## config.mk

```make
export PLATFORM = sky130hd
export DESIGN_NAME = response_unit
export DESIGN_NICKNAME = d
export VERILOG_FILES = /design/src/rtl/response_unit.sv
export SDC_FILE = /design/constraint.sdc
export NUM_CORES = 1
export LEC_CHECK = 0
export ABC_AREA = 1
export CORE_AREA = 10 10 81 83
export CTS_BUF_LIST = sky130_fd_sc_hd__clkbuf_16
export CTS_CLUSTER_DIAMETER = 40
export DETAILED_ROUTE_END_ITERATION = 12
export DIE_AREA = 0 0 91 93
export DONT_BUFFER_PORTS = 1
export GPL_TIMING_DRIVEN = 0
export PLACE_DENSITY = 0.79
export SYNTH_ARGS = -nofsm -noshare
export SYNTH_HDL_FRONTEND = slang
export SYNTH_SLANG_ARGS = --single-unit
```

## constraint.sdc

```tcl
create_clock -name i_clock -period 2.37 [get_ports i_clock]
set_input_delay 0.237 -clock i_clock [delete_from_list [all_inputs] [get_ports i_clock]]
set_output_delay 0.237 -clock i_clock [all_outputs]
set_load 0.02 [all_outputs]
```

## src/rtl/response_unit.sv

```systemverilog
// UART return path: serializes one tagged sample word as an 8N1 packet (header + MSB-first data bytes).
// Define RESP_CHECKSUM_EN to append an XOR trailer byte covering the header and data bytes.
module response_unit #(
  parameter int SAMPLE_SIZE  = 16,
  parameter int CLKS_PER_BIT = 2604
) (
  input  logic                   i_clock,
  input  logic                   i_reset,
  input  logic [SAMPLE_SIZE-1:0] i_data,
  input  logic [3:0]             i_tag,
  input  logic                   i_valid,
  output logic                   o_ready,
  output logic                   o_tx,
  output logic                   o_busy,
  output logic                   o_done
);

  localparam int NB = SAMPLE_SIZE / 8;
`ifdef RESP_CHECKSUM_EN
  localparam int LAST_BYTE = NB + 1;
`else
  localparam int LAST_BYTE = NB;
`endif
  localparam int CW = (CLKS_PER_BIT > 1) ? $clog2(CLKS_PER_BIT) : 1;
  localparam logic [CW-1:0] CNT_LAST = CW'(CLKS_PER_BIT - 1);
  localparam logic [CW-1:0] CNT_PRE  = CW'(CLKS_PER_BIT - 2);

  typedef enum logic [1:0] {S_IDLE, S_START, S_DATA, S_STOP} state_t;

  state_t                 state_q, state_d;
  logic [CW-1:0]          bit_cnt_q, bit_cnt_d;
  logic [2:0]             bit_idx_q, bit_idx_d;
  logic [2:0]             byte_cnt_q, byte_cnt_d;
  logic [7:0]             shift_q, shift_d;
  logic [SAMPLE_SIZE-1:0] data_q, data_d;
  logic                   tx_q, tx_d;
  logic                   done_q, done_d;
  logic                   period_end;
`ifdef RESP_CHECKSUM_EN
  logic [7:0]             csum_q, csum_d;
`endif

  assign period_end = (bit_cnt_q == CNT_LAST);

  always_ff @(posedge i_clock or posedge i_reset) begin
    if (i_reset) begin
      state_q    <= S_IDLE;
      bit_cnt_q  <= '0;
      bit_idx_q  <= '0;
      byte_cnt_q <= '0;
      shift_q    <= '0;
      data_q     <= '0;
      tx_q       <= 1'b1;
      done_q     <= 1'b0;
`ifdef RESP_CHECKSUM_EN
      csum_q     <= '0;
`endif
    end else begin
      state_q    <= state_d;
      bit_cnt_q  <= bit_cnt_d;
      bit_idx_q  <= bit_idx_d;
      byte_cnt_q <= byte_cnt_d;
      shift_q    <= shift_d;
      data_q     <= data_d;
      tx_q       <= tx_d;
      done_q     <= done_d;
`ifdef RESP_CHECKSUM_EN
      csum_q     <= csum_d;
`endif
    end
  end

  always_comb begin
    state_d    = state_q;
    bit_cnt_d  = bit_cnt_q;
    bit_idx_d  = bit_idx_q;
    byte_cnt_d = byte_cnt_q;
    shift_d    = shift_q;
    data_d     = data_q;
    done_d     = 1'b0;
`ifdef RESP_CHECKSUM_EN
    csum_d     = csum_q;
`endif
    case (state_q)
      S_IDLE: begin
        if (i_valid) begin
          state_d    = S_START;
          bit_cnt_d  = '0;
          byte_cnt_d = '0;
          shift_d    = {4'hA, i_tag};
          data_d     = i_data;
`ifdef RESP_CHECKSUM_EN
          csum_d     = {4'hA, i_tag};
`endif
        end
      end
      S_START: begin
        if (period_end) begin
          bit_cnt_d = '0;
          bit_idx_d = '0;
          state_d   = S_DATA;
        end else begin
          bit_cnt_d = bit_cnt_q + 1'b1;
        end
      end
      S_DATA: begin
        if (period_end) begin
          bit_cnt_d = '0;
          shift_d   = {1'b0, shift_q[7:1]};
          if (bit_idx_q == 3'd7) state_d = S_STOP;
          else bit_idx_d = bit_idx_q + 1'b1;
        end else begin
          bit_cnt_d = bit_cnt_q + 1'b1;
        end
      end
      S_STOP: begin
        // Final stop bit: return to IDLE one cycle early so its last cycle
        // can already accept the next word without an idle gap on the line.
        if (byte_cnt_q == 3'(LAST_BYTE)) begin
          if (bit_cnt_q == CNT_PRE) begin
            state_d   = S_IDLE;
            bit_cnt_d = '0;
            done_d    = 1'b1;
          end else begin
            bit_cnt_d = bit_cnt_q + 1'b1;
          end
        end else if (period_end) begin
          state_d    = S_START;
          bit_cnt_d  = '0;
          byte_cnt_d = byte_cnt_q + 1'b1;
          if (byte_cnt_q < 3'(NB)) begin
            shift_d = data_q[SAMPLE_SIZE-1 -: 8];
            data_d  = data_q << 8;
`ifdef RESP_CHECKSUM_EN
            csum_d  = csum_q ^ data_q[SAMPLE_SIZE-1 -: 8];
`endif
          end
`ifdef RESP_CHECKSUM_EN
          else begin
            shift_d = csum_q;
          end
`endif
        end else begin
          bit_cnt_d = bit_cnt_q + 1'b1;
        end
      end
      default: state_d = S_IDLE;
    endcase

    case (state_d)
      S_START: tx_d = 1'b0;
      S_DATA:  tx_d = shift_d[0];
      default: tx_d = 1'b1;
    endcase
  end

  assign o_tx    = tx_q;
  assign o_done  = done_q;
  assign o_ready = (state_q == S_IDLE);
  assign o_busy  = (state_q != S_IDLE);

endmodule

```

==> results.json <==
{
  "status": "completed",
  "slew_violations": 0,
  "start_util_pct": 53.65,
  "drive_above_1_share_pct": 13.86,
  "ios": 27,
  "setup_viol": 0,
  "worst_slack_ns": 0.2466,
  "reg2reg_depth": 8,
  "clkLatencyLatePin_ns": 0.29,
  "cts_tree": "yes",
  "totalPowerFinal_mw": 2.006,
  "die_y_um": 93,
  "synth_compound_area_share_pct": 15.18,
  "synth-seq-cells": 46,
  "grt_use_total_pct": 14.20,
  "final_cells": 402,
  "crit_type": "flip-flop to flip-flop",
  "numCtsBuffers": 5,
  "max_freq_mhz": 470.9,
  "period_needed_ns": 2.123,
  "p_leak_nw": 1.489,
  "die_w_um": 91,
  "core_um2": 5010,
  "ir_drop_mv": 0.4362,
  "clkSlewWorstSetupHoldPaths_ns": 0.07,
  "vias_per_cell": 5.336,
  "grt_pass1_wl_um": 10150,
  "wirelength_um": 5666,
  "synth-simple-area-share_pct": 27.28,
  "clkSinkCount": 46,
  "wl_met2_um": 2703,
  "synth_top_family_by_area": "simple AND/OR/NAND/NOR gates",
  "portBuffers": 0,
  "drt_iter0_drc": 155,
  "netlist_area_um2": 2688,
  "syn-num-nets": 356,
  "yosys-mux-area-fraction_pct": 0,
  "syn_inst": 322,
  "critPathRequiredTime_ns": 2.53,
  "cts_buffer_depth": 2,
  "crit_fanout": 10,
  "p_per_area_nw_per_um2": 673.6,
  "yosys-top-cells-area": "dfrtp_1, nand2_1, inv_1",
  "yosysUniqueCellTypes": 38,
  "worst_hold_path.num_cells": 2,
  "num_rows": 26,
  "wire_per_inst_um": 14.09,
  "design.die.area_um2": 8463,
  "via_count": 2145,
  "arrival_ns": 2.29,
  "synth_top_area_share_pct": 41.90,
  "route.met3.wl_um": 331,
  "drt_pre_antenna_iters": 4,
  "syn_to_final_growth_pct": 10.80,
  "cp-end-kind": "flip-flop",
  "synth_xor_area_share_pct": 1.955,
  "place_ws_ns": 0.1064,
  "fin_skew_ns": 0.005898,
  "n_fill_cell": 456,
  "gp_congestion": 0.8373,
  "max_slew_margin_pct": 69.28,
  "highest_layer": "met4",
  "grt_overflow_total": 0,
  "clockRootBuffer": "clkbuf_16",
  "grt_max_degree": 32,
  "hpwl_um": 4134,
  "hp-class": "input port to flip-flop",
  "final_cell_area_um2": 2978,
  "cp-start-kind": "flip-flop",
  "drtAntennaViolNets": 0,
  "cts_htree_levels": 2,
  "drc": 0,
  "syn_avg_cell_area_um2": 8.347,
  "grt_pass1_vias": 2246,
  "synthAdderAreaFrac_pct": 5.121,
  "rsz0062_at_grt": "false",
  "fin_crit_sh_pct": 89.59,
  "nets": 365,
  "antenna_found_initial": 0,
  "wl_met1_um": 2542,
  "yosysWarnings": 0,
  "synth.largest_area_cell": "dfrtp_1",
  "hold_viol_final": 0,
  "diodes": 0,
  "setup-tns-final_ns": 0,
  "placedCellCount": 393,
  "cap_violations": 0,
  "yosysSeqAreaShare_pct": 42.88,
  "place_area_um2": 2795,
  "worst_pin_slew_ns": 0.4608
}
## worst paths after layout
| path | startpoint | end | slack, ns |
|---|---|---|---|
| min in group asynchronous | i_reset | o_done | 0.37 |
| hold reg to reg | data_q[11] | data_q[11] | 0.49 |
| setup reg to reg | state_q[0] | byte_cnt_q[1] | 0.25 |
| hold / removal | i_data[7] | data_q[7] | 0.06 |
| setup / recovery | state_q[0] | byte_cnt_q[1] | 0.25 |
| max in group asynchronous | i_reset | shift_q[0] | 1.52 |
## per-layer routing
metal	vias up	track usage [%]
met5	-	0
met4	0	4.439
met3	8	4.237
met2	39	24.34
met1	1025	16.79
li1	1073	-
## what timing repair did
| item | CTS | global route |
|---|---|---|
| endpoints found under the setup margin | 0 | 19 |
| hold endpoints to repair | 14 | 0 |
| hold buffers | 1 | 0 |
| resized for setup | 0 | 1 |
| setup buffers | 0 | 0 |
## cells in the mapped netlist
master and count:
o21ai_4 1, o21ai_1 2, clkbuf_1 1, o41ai_2 2
buf_6 2, dfstp_2 1, nor2_4 1, ha_1 11
o21a_1 5, buf_2 1, a21oi_2 1, nor2_8 3
nand3_4 1, a21oi_1 10, buf_4 1, o21bai_1 1
nand2_1 71, o22ai_1 7, a31oi_1 1, nor2_1 35
dfrtp_1 45, inv_1 38, nand2_2 2, buf_1 1
nand3_2 3, a22oi_1 4, xor2_1 6, inv_2 5
nand3_1 13, nand4_1 6, nor3_1 3, o21ai_0 24
o21ai_2 2, a32o_1 2, o211ai_1 1, nor3_4 1
nor2_2 4, nand2_4 4
## cells by family (layout without fill, tap and decap cells)
logic type | after synthesis | count (layout)
buf+inv | 49 | 59
flops | 46 | 46
xor+xnor | 6 | 6
compound gates | 63 | 63
fa+ha+maj | 11 | 11
simple gates | 147 | 147
## layout by cell type (no fill, tap or decap), drive strengths merged
master,n
nand2,77
o211ai,1
a22oi,4
bufinv,1
buf,6
o21a,5
nand3,17
nor2,43
dlygate4sd3,1
o21bai,1
clkbuf,6
nor3,4
dfstp,1
ha,11
a21oi,11
inv,43
a31oi,1
o21ai,29
dfrtp,45
nand4,6
a32o,2
xor2,6
o22ai,7
o41ai,2
clkinvlp,2
## area by class of cell
| class | count | area [um^2] | area share, % |
|---|---|---|---|
| multi-input combinational | 227 | 1334 | 44.79 |
| clock inverter | 3 | 45.04 | 1.513 |
| buffer | 6 | 42.54 | 1.429 |
| inverter | 43 | 161.4 | 5.420 |
| sequential | 46 | 1152 | 38.70 |
| clock buffer | 5 | 125.1 | 4.202 |
| tap | 70 | 87.58 | 2.941 |
| timing repair buffer | 2 | 30.03 | 1.008 |
## power breakdown
part	internal [mW]	total, mW	switching [mW]
clock	0.497	0.795	0.298
sequential	0.851	0.922	0.0716
combinational	0.0994	0.289	0.189
## metrics by stage
stage	utilization [%]	hold WS, ns
2_1_floorplan	-	0.3538
3_3_place_gp	55.39	0.3572
3_5_place_dp	55.79	0.1250
4_1_cts	59.39	0.06267
5_1_grt	59.44	0.07999
6_report	59.44	0.06486
## flip-flops by register name, summed over array words and instances, names as in the netlist
signal,flops
shift_q,8
state_q,2
o_tx,1
bit_cnt_q,12
o_done,1
byte_cnt_q,3
bit_idx_q,3
data_q,16
## critical path, stage by stage (launching register included)
cell and delay (ns):
dfrtp_1 0.42, inv_1 0.14, ha_2 0.35, inv_1 0.23
nor2_4 0.25, inv_1 0.09, clkbuf_1 0.24, nand4_1 0.18
o21ai_0 0.09
Note: power is estimated with default switching activity, not from simulation.
